===== config.mk =====
export PLATFORM = sky130hd
export DESIGN_NAME = reg_onehot_decoder
export DESIGN_NICKNAME = d
export VERILOG_FILES = /design/src/rtl/reg_onehot_decoder.sv
export SDC_FILE = /design/constraint.sdc
export NUM_CORES = 1
export LEC_CHECK = 0
export CORE_ASPECT_RATIO = 0.75
export CORE_MARGIN = 2
export CORE_UTILIZATION = 35
export CTS_CLUSTER_DIAMETER = 120
export DETAILED_ROUTE_END_ITERATION = 8
export PLACE_DENSITY = 0.82
export SETUP_SLACK_MARGIN = 0.15
export SLEW_MARGIN = 10
export SYNTH_ARGS = -nofsm -noshare
export SYNTH_HDL_FRONTEND = slang
export SYNTH_SLANG_ARGS = --single-unit

===== constraint.sdc =====
create_clock -name clk -period 1.1 [get_ports clk]
set_clock_uncertainty 0.1 [all_clocks]
set_input_delay 0.22 -clock clk [delete_from_list [all_inputs] [get_ports clk]]
set_output_delay 0.22 -clock clk [all_outputs]
set_load 0.005 [all_outputs]

===== src/rtl/reg_onehot_decoder.sv =====
// 5-to-32 one-hot decoder with a combinational output and a registered copy
// (decode, select index and valid flag) for pipelined consumers.
module reg_onehot_decoder #(
    parameter int SEL_W = 5,
    parameter int OUT_W = 32
) (
    input  logic             clk,
    input  logic             reset,
    input  logic             en,
    input  logic [SEL_W-1:0] Sel,
    output logic [OUT_W-1:0] Output,
    output logic [OUT_W-1:0] out_q,
    output logic [SEL_W-1:0] idx_q,
    output logic             valid_q
);

    // Every code is legal, so the decode never produces an all-zero word.
    always_comb begin
        Output      = '0;
        Output[Sel] = 1'b1;
    end

    // Reset wins over en; the registered decode reuses the combinational one.
    always_ff @(posedge clk) begin
        if (!reset) begin
            out_q   <= '0;
            idx_q   <= '0;
            valid_q <= 1'b0;
        end else if (en) begin
            out_q   <= Output;
            idx_q   <= Sel;
            valid_q <= 1'b1;
        end
    end

endmodule


Word level (Yosys, flattened, before mapping)
Cells that the tools add are included.
{ "word_totals": {"wordCells": 8, "reg_bits": 38, "mem_count": 0, "ram_bits": 0, "output_inout_bits": 70, "mem_bits_ro": 0, "latch_bits": 0} }
{ "classes": {"reduce_logical": 1, "n_eq_ne": 0, "multipliers": 0, "shifts": 0, "bitwise": 0, "muxes": 2, "div_mod_pow": 0, "magnitude_cmp": 2, "add_sub_neg": 0} }
{ "op_table": {"columns": ["operator", "count"], "rows": [
  ["< comparator 5 x 6 -> 1 bit (second input constant)", 1],
  ["demux 1 bit (select 5 bit)", 1],
  ["greater-or-equal comparator 5 x 1 -> 1 bit (second input constant)", 1],
  ["logical AND 1 bit", 1],
  ["2-to-1 mux 1 bit", 1]
]} }

Longest topological paths before layout
Gate-level depths: netlist of run 1.
{ "logic_depth": {"depth_word": 4, "ltp_mapped": 4, "depth_no_buf": 2} }

Worst setup path after synthesis of run 1
No wires, ideal clock.
{ "synth_timing": {"path_type": "input-to-output", "from": "input port Sel[1]", "to": "output port Output[0]", "t_arrival_ns": 0.918, "path_buffers": 2, "required_ns": 0.780, "path_stages": 4, "path_slack_ns": -0.138, "path_cell_list": "buf_2 > or2_2 > clkbuf_1 > nor2_1"} }
{ "synth_between": {"elab_chain_len": 4} }
{ "synth_lines": {"columns": ["item", "line", "text"], "rows": [
  ["from (decl)", "10", "input logic [SEL_W-1:0] Sel,"],
  ["< comparator 5 x 6 -> 1 bit (implied by the code) / greater-or-equal comparator 5 x 1 -> 1 bit (equally long branches)", "20", "Output[Sel] = 1'b1;"],
  ["logical AND 1 bit (implied by the code)", "20", null],
  ["2-to-1 mux 1 bit (implied by the code)", "20", null],
  ["demux 1 bit (select 5 bit) (*)", "20", null],
  ["to (decl)", "11", "output logic [OUT_W-1:0] Output,"]
]} }
Every way passes the cells marked *; elsewhere a longest branch is shown, timed or not.

Worst setup path in the final report of run 1
{ "layout_timing": {"from": "input port Sel[2]", "to": "output port Output[10]"} }
Same word-level chain as after synthesis.

==> results.md, run 1 <==
* Status: finished, violations left
* Failing checks: setup timing
* Clk sinks at 38
* CP Capture Type: primary output
* Synth Cell Area at around 0.0015 mm^2
* NetSw at 885 uW
* Power Total at roughly 3.5 mW
* Switching share of total power at 25.0%
* Worst skew pair latency at around 300 ps
* Number of H-tree levels at 2
* Comb pwr share at between 10% and 20%
* WP data arrival at 1180 ps
* Min Tclk post-route at approximately 1500 ps
* Largest net degree at the start of global routing at 19
* Area share of the largest cell type after synthesis at between 40% and 50%
* First-pass GRT wire length at 9020 um
* Core ar. at 0.00413 mm^2
* Buffers on Ports at between 70 and 80
* Clock Tree Buf Depth at 2
* CTS tree: done
* Height of the chip at about 61 um
* Num CTS Buffers at 5
* DP HPWL at 3380 um
* Cell Rows at 20
* Pwr Density at ~1000 mW/mm^2
* Routed Antenna Nets at 0
* Clock power frac at between 40% and 50%
* 1st-iter DRT viols at a little over 70
* Synth Register Bits at 38
* WS Path Type: in2out
* ANT cells at 0
* Placer Congestion at between 0.7 and 0.8
* Worst Path Max Fanout at 5
* Final Cycle Share at 136%
* Final WL at just over 7000 um
* CTS Hold Buffers Added at 0
* Ys Warns at 0
* Vias in the first global route at around 1.7k
* Most frequent cell after synthesis: dfxtp_1
* RSZ-0062 raised after global routing: yes
* Setup ws final at -401 ps
* Yosys top cell by area: dfxtp_1
* Synth Instances at between 150 and 200
* Average wire per standard cell at approximately 20 um
* Kind of start point of the critical path: input pin
* Die width at approximately 80 um
* Mapped Nets at about 170
* DRT Pass-1 Iters at 4
* Least-Margin Pin Slew at between 300 and 400 ps
* Clock root buffer master: clkbuf_8
* Initial Utilization at a little under two fifths
* Initial antenna violation count at 0
* Synth top area cells: dfxtp_1 (50%), a22o_1 (9.1%), o2bb2ai_1 (9.1%)
* Hold WC Path Type: in2reg
* Fraction of layout cells with a size suffix above 1 at between 80% and 90%
* Via Count at 1934
* I/O pin count at a little under 80
* Avg Vias per Cell at ~5.3
* Number of nets in the layout at about 320
* Max Fclk at 666 MHz
* Internal Power at 2.65 mW
* Final setup violation count at 54
* Max-Cap Viols at 0
* FFs w/ async S/R, synth at 0%
* Peak VDD IR at between 0.001 and 0.0015 V
* Die area at slightly below 0.005 mm^2
* Post-synth top cells: dfxtp_1 (38), nor2_1 (32), a22o_1 (16), o2bb2ai_1 (16), buf_2 (11)
* GRT Residual Overflow at 0
* Layout area overhead at 125%
* Worst-path clk slew at approximately 80 ps
* Worst EP required at slightly below 800 ps
* Design area at 0.00345 mm^2
* Area post-placement at approximately 0.0027 mm^2
* Part of the power in registers at roughly two fifths
* Total global-route track usage at 24.6%
* Mean cell area of the mapped netlist at 9.76 um^2
* Final Max Tran Viols at 0
* Number of distinct library cells after synthesis at 25
* DRC at 0
* Sequential share of the synthesized area at 49.6%
* Post-synth EDFFs at 0
* Final Hold Vio Count at 0
* Ys flop type: dfxtp_1
* Max-slew headroom at approximately four fifths
* Static Leak at ~1.6 nW
[placed cells by master, fill, tap and decap left out, types with 2 or more instances in the layout]
cell       synthesis  final
or3b_4             0      2
buf_8              0      5
nand2b_4           0      2
bufinv_16          0      2
and3b_1            3      3
nor3b_4            0      3
buf_12             0      2
nor2_1            32      5
a22o_1            16     16
o2bb2ai_2          0     14
nor2_4             0     15
nand3b_1           3      3
buf_2             11     56
nor2b_1            6      5
mux2i_1            5      5
buf_4              3     43
buf_6              0     58
clkbuf_8           0      5
dfxtp_2            0     38
nor2_2             0     12
o2bb2ai_4          0      2
[cell families (layout without fill, tap and decap cells)]
kind of cell	count (synthesis)	after routing	synth area share, %
muxes	5	5	3.27
AOI/OAI and AO/OA	33	33	18.8
and+or+nand+nor	62	62	22.0
DFF	38	38	49.6
buffers and inverters	19	174	6.29
[what timing repair did]
action	4_1_cts	5_1_grt
endpoints found under the setup margin	108	101
cloned	1	0
endpoints found under the hold margin	0	0
buffers inserted	36	15
resized for setup	421	41
pin swaps	22	25
[worst paths after layout]
kind,slack [ps],endpoint,depth (start not counted),startpoint
setup / recovery,-400,Output[10],6,Sel[2]
hold / removal,230,idx_q[0],4,Sel[0]
setup reg to reg,200,out_q[14],3,out_q[14]
hold reg to reg,360,valid_q,1,valid_q
[power groups by stage]
stage                     Clock, mW  Sequential [mW]  Combinational, mW
after global routing           1.52             1.42              0.675
after CTS                      1.45             1.41              0.545
after detailed placement          0             1.44              0.412
after floorplan                   0             1.44              0.236
after global placement            0             1.44              0.404
final                          1.48             1.41              0.644
[flip-flops by register name, indices dropped and copies added, names as in the netlist]
signal / cells
out_q: 32
idx_q: 5
valid_q: 1
[final cells by class]
type                    count  area (um^2)
repair buffers            166         1390
clock buffers               5         68.8
flip-flops and latches     38          808
multi-input cells         100         1040
well taps                  55         68.8
fillers                   205          682
clock inverters             3         68.8
[per-stage QoR]
stage	cells	utilization, %	setup slack [ps]	setup TNS, ps	hold slack, ps
2_1_floorplan	157	-	-61.9	-927	289
3_3_place_gp	307	65.3	-1200	-57630	346
3_5_place_dp	307	65.3	-1240	-59110	346
4_1_cts	352	76.0	-379	-8970	226
5_1_grt	367	83.5	-419	-12570	264
6_report	367	83.5	-401	-11310	226
[critical path, stage by stage]
cell    delay, ps
buf_8         110
or3b_4        400
buf_6         150
buf_6         120
nor2_2         60
buf_2         110
[per-layer routing]
metal,track usage [%],share of wire [%]
met1,33.4,42
met2,39.9,48
met3,5.43,7.4
met4,7.75,3.1
met5,0,0
Power figures use the tool's default switching activity.
==> run 2, diff against run 1 <==
ABC_CLOCK_PERIOD_IN_PS = 1100   (was unset)
GPL_ROUTABILITY_DRIVEN = 0   (was unset)
SKIP_LAST_GASP = 1   (was unset)
==> results.md, run 2 (synthesized netlist as in run 1, its figures left out) <==
* ANT cells at 0 (unchanged)
* Part of the power in registers at 39.9% (about the same)
* Buf/Inv on CP at 6 (+2)
* NetSw at 881 uW (-0.39%)
* Top reg by flops: out_q
* Via Count at 1912 (-1.1%)
* Commonest non-fill, non-tap cell in the layout: buf_6
* DP Worst Slack at -1240 ps (unchanged)
* Avg Vias per Cell at 5.22 (-0.87%)
* Worst path slowest cell: buf_6
* Worst skew pair latency at 300 ps (about the same)
* Num CTS Buffers at 5 (unchanged)
* Cell repeated most along the worst path: buf_6
* Worst Path Max Fanout at 5 (unchanged)
* Hold WC Path Type: in2reg
* Clk sinks at 38 (unchanged)
* Comb pwr share at 18.5% (+0.3 points)
* Final setup violation count at 57 (+5.6%)
* Initial Utilization at 37.1% (unchanged)
* Worst EP required at 780 ps (about the same)
* Average wire per standard cell at 20.1 um (+1.4%)
* Area post-placement at 0.00270 mm^2 (unchanged)
* Die width at 80.4 um (unchanged)
* Total global-route track usage at 23.8% (-0.82 points)
* Critical path, cell by cell: buf_8 -> buf_6 -> buf_6 -> buf_6 -> nand3b_1 -> buf_6 -> nor2_1 -> buf_2
* Final Cycle Share at 137% (+0.69 points)
* Final WL at 7350 um (+1.1%)
* Kind of start point of the critical path: input pin
* Max Fclk at 663 MHz (-0.50%)
* WP data arrival at 1190 ps (about the same)
* Height of the chip at 61.3 um (unchanged)
* Reg-to-reg startpoint: out_q[20]
* Power Total at 3.54 mW (about the same)
* Setup ws final at -409 ps (-7.61 ps)
* Routed Antenna Nets at 0 (unchanged)
* Switching share of total power at 24.9% (-0.081 points)
* Vias in the first global route at 1646 (-4.0%)
* Hold Slack at 222 ps (-3.98 ps)
* Max-slew headroom at 79.2% (+0.45 points)
* Worst-path clk slew at 80 ps (about the same)
* DP HPWL at 3380 um (unchanged)
* Clock Tree Buf Depth at 2 (unchanged)
* Final Max Tran Viols at 0 (unchanged)
* Max stage delay on crit path at 170 ps (-230 ps)
* Failing checks: setup timing
* Core ar. at 0.00413 mm^2 (unchanged)
* Pwr Density at 1020 mW/mm^2 (-0.60%)
* Clock power frac at 41.5% (-0.3 points)
* Cell Rows at 20 (unchanged)
* Most frequent cells in the layout: buf_6 (57), buf_2 (56), buf_4 (43), dfxtp_2 (37), a22o_1 (16)
* CP Launch Point: Sel[3]
* Least-Margin Pin Slew at 311 ps (-6.72 ps)
* Largest net degree at the start of global routing at 19 (unchanged)
* Max reg flops at 32 (unchanged)
* Static Leak at 1.62 nW (-0.51%)
* CP Capture Type: primary output
* RSZ-0062 raised after global routing: yes
* Layout area overhead at 126%
* Final Hold Vio Count at 0 (unchanged)
* Startpoint of the worst hold path: Sel[0]
* First-pass GRT wire length at 8650 um (-4.1%)
* I/O pin count at 78 (unchanged)
* WS Path Type: in2out
* 1st-iter DRT viols at 72 (+1.4%)
* Min Tclk post-route at 1510 ps (+7.61 ps)
* Number of nets in the layout at 318 (-0.31%)
* Clock root buffer master: clkbuf_8
* DRC at 0 (unchanged)
* Largest regs: out_q x32, idx_q x5, valid_q x1
* Buffers on Ports at 77 (unchanged)
* Fraction of layout cells with a size suffix above 1 at 86.2% (-0.69 points)
* GRT Residual Overflow at 0 (unchanged)
* Worst path top cell family by delay: buffers and inverters
* Die area at 0.00493 mm^2 (unchanged)
* Peak VDD IR at 0.000981 V (-2.3%)
* Status: finished, violations left
* Number of H-tree levels at 2 (unchanged)
* Initial antenna violation count at 0 (unchanged)
* Max-Cap Viols at 0 (unchanged)
* DRT Pass-1 Iters at 4 (unchanged)
* Design area at 0.00347 mm^2 (+0.54%)
* Internal Power at 2.66 mW (about the same)
* CTS tree: done
run 2: cell count changes in the layout (fill, tap and decap cells not counted), sizes merged:
| cell | before | now |
|---|---|---|
| buf | 164 | 163 |
run 2: worst register-to-register path, stage by stage, from the launching register on:
cell and delay [ps]:
dfxtp_2 330, buf_4 130, a22o_1 210
run 2: final timing paths:
check | to | slack [ps] | cells after the start
max | Output[13] | -410 | 8
min | idx_q[0] | 220 | 4
max reg2reg | out_q[20] | 220 | 2
min reg2reg | valid_q | 360 | 1
run 2: layer usage:
layer	vias up	global-route usage [%]	wire length, um	share of wire [%]
met4	0	6.30	77	1.0
met3	9	6.60	517	7.0
met1	937	32.4	3100	42
met5	-	0	0	0
li1	867	-	-	-
met2	99	37.9	3650	50
run 2: timing repair:
item / in CTS / in global routing
gates resized for setup: 411 / 51
hold endpoints to repair: 0 / 0
pin swaps: 22 / 27
hold buffers: 0 / 0
buffers inserted: 36 / 14
setup endpoints to repair: 108 / 99
cloned: 1 / 0
run 2: power groups by stage:
| stage | Sequential [mW] | Combinational, mW | Clock, mW |
|---|---|---|---|
| after floorplan | 1.44 | 0.236 | 0 |
| after global placement | 1.44 | 0.404 | 0 |
| after detailed placement | 1.44 | 0.412 | 0 |
| after CTS | 1.41 | 0.538 | 1.45 |
| after global routing | 1.42 | 0.683 | 1.55 |
| final | 1.41 | 0.655 | 1.47 |
run 2: layout make-up:
cell class / instances / area, um^2
multi-input combinational: 100 / 1070
clock buffer: 5 / 68.8
sequential: 38 / 811
clock inverter: 3 / 68.8
timing repair buffer: 165 / 1380
tap: 55 / 68.8
fill: 202 / 663
run 2: per-stage QoR:
step	TNS [ps]	instances	utilization [%]
after floorplan	-927	157	-
after global placement	-57630	307	65.3
after detailed placement	-59110	307	65.3
after CTS	-9190	352	75.2
after global routing	-13340	366	83.9
final	-12400	366	83.9
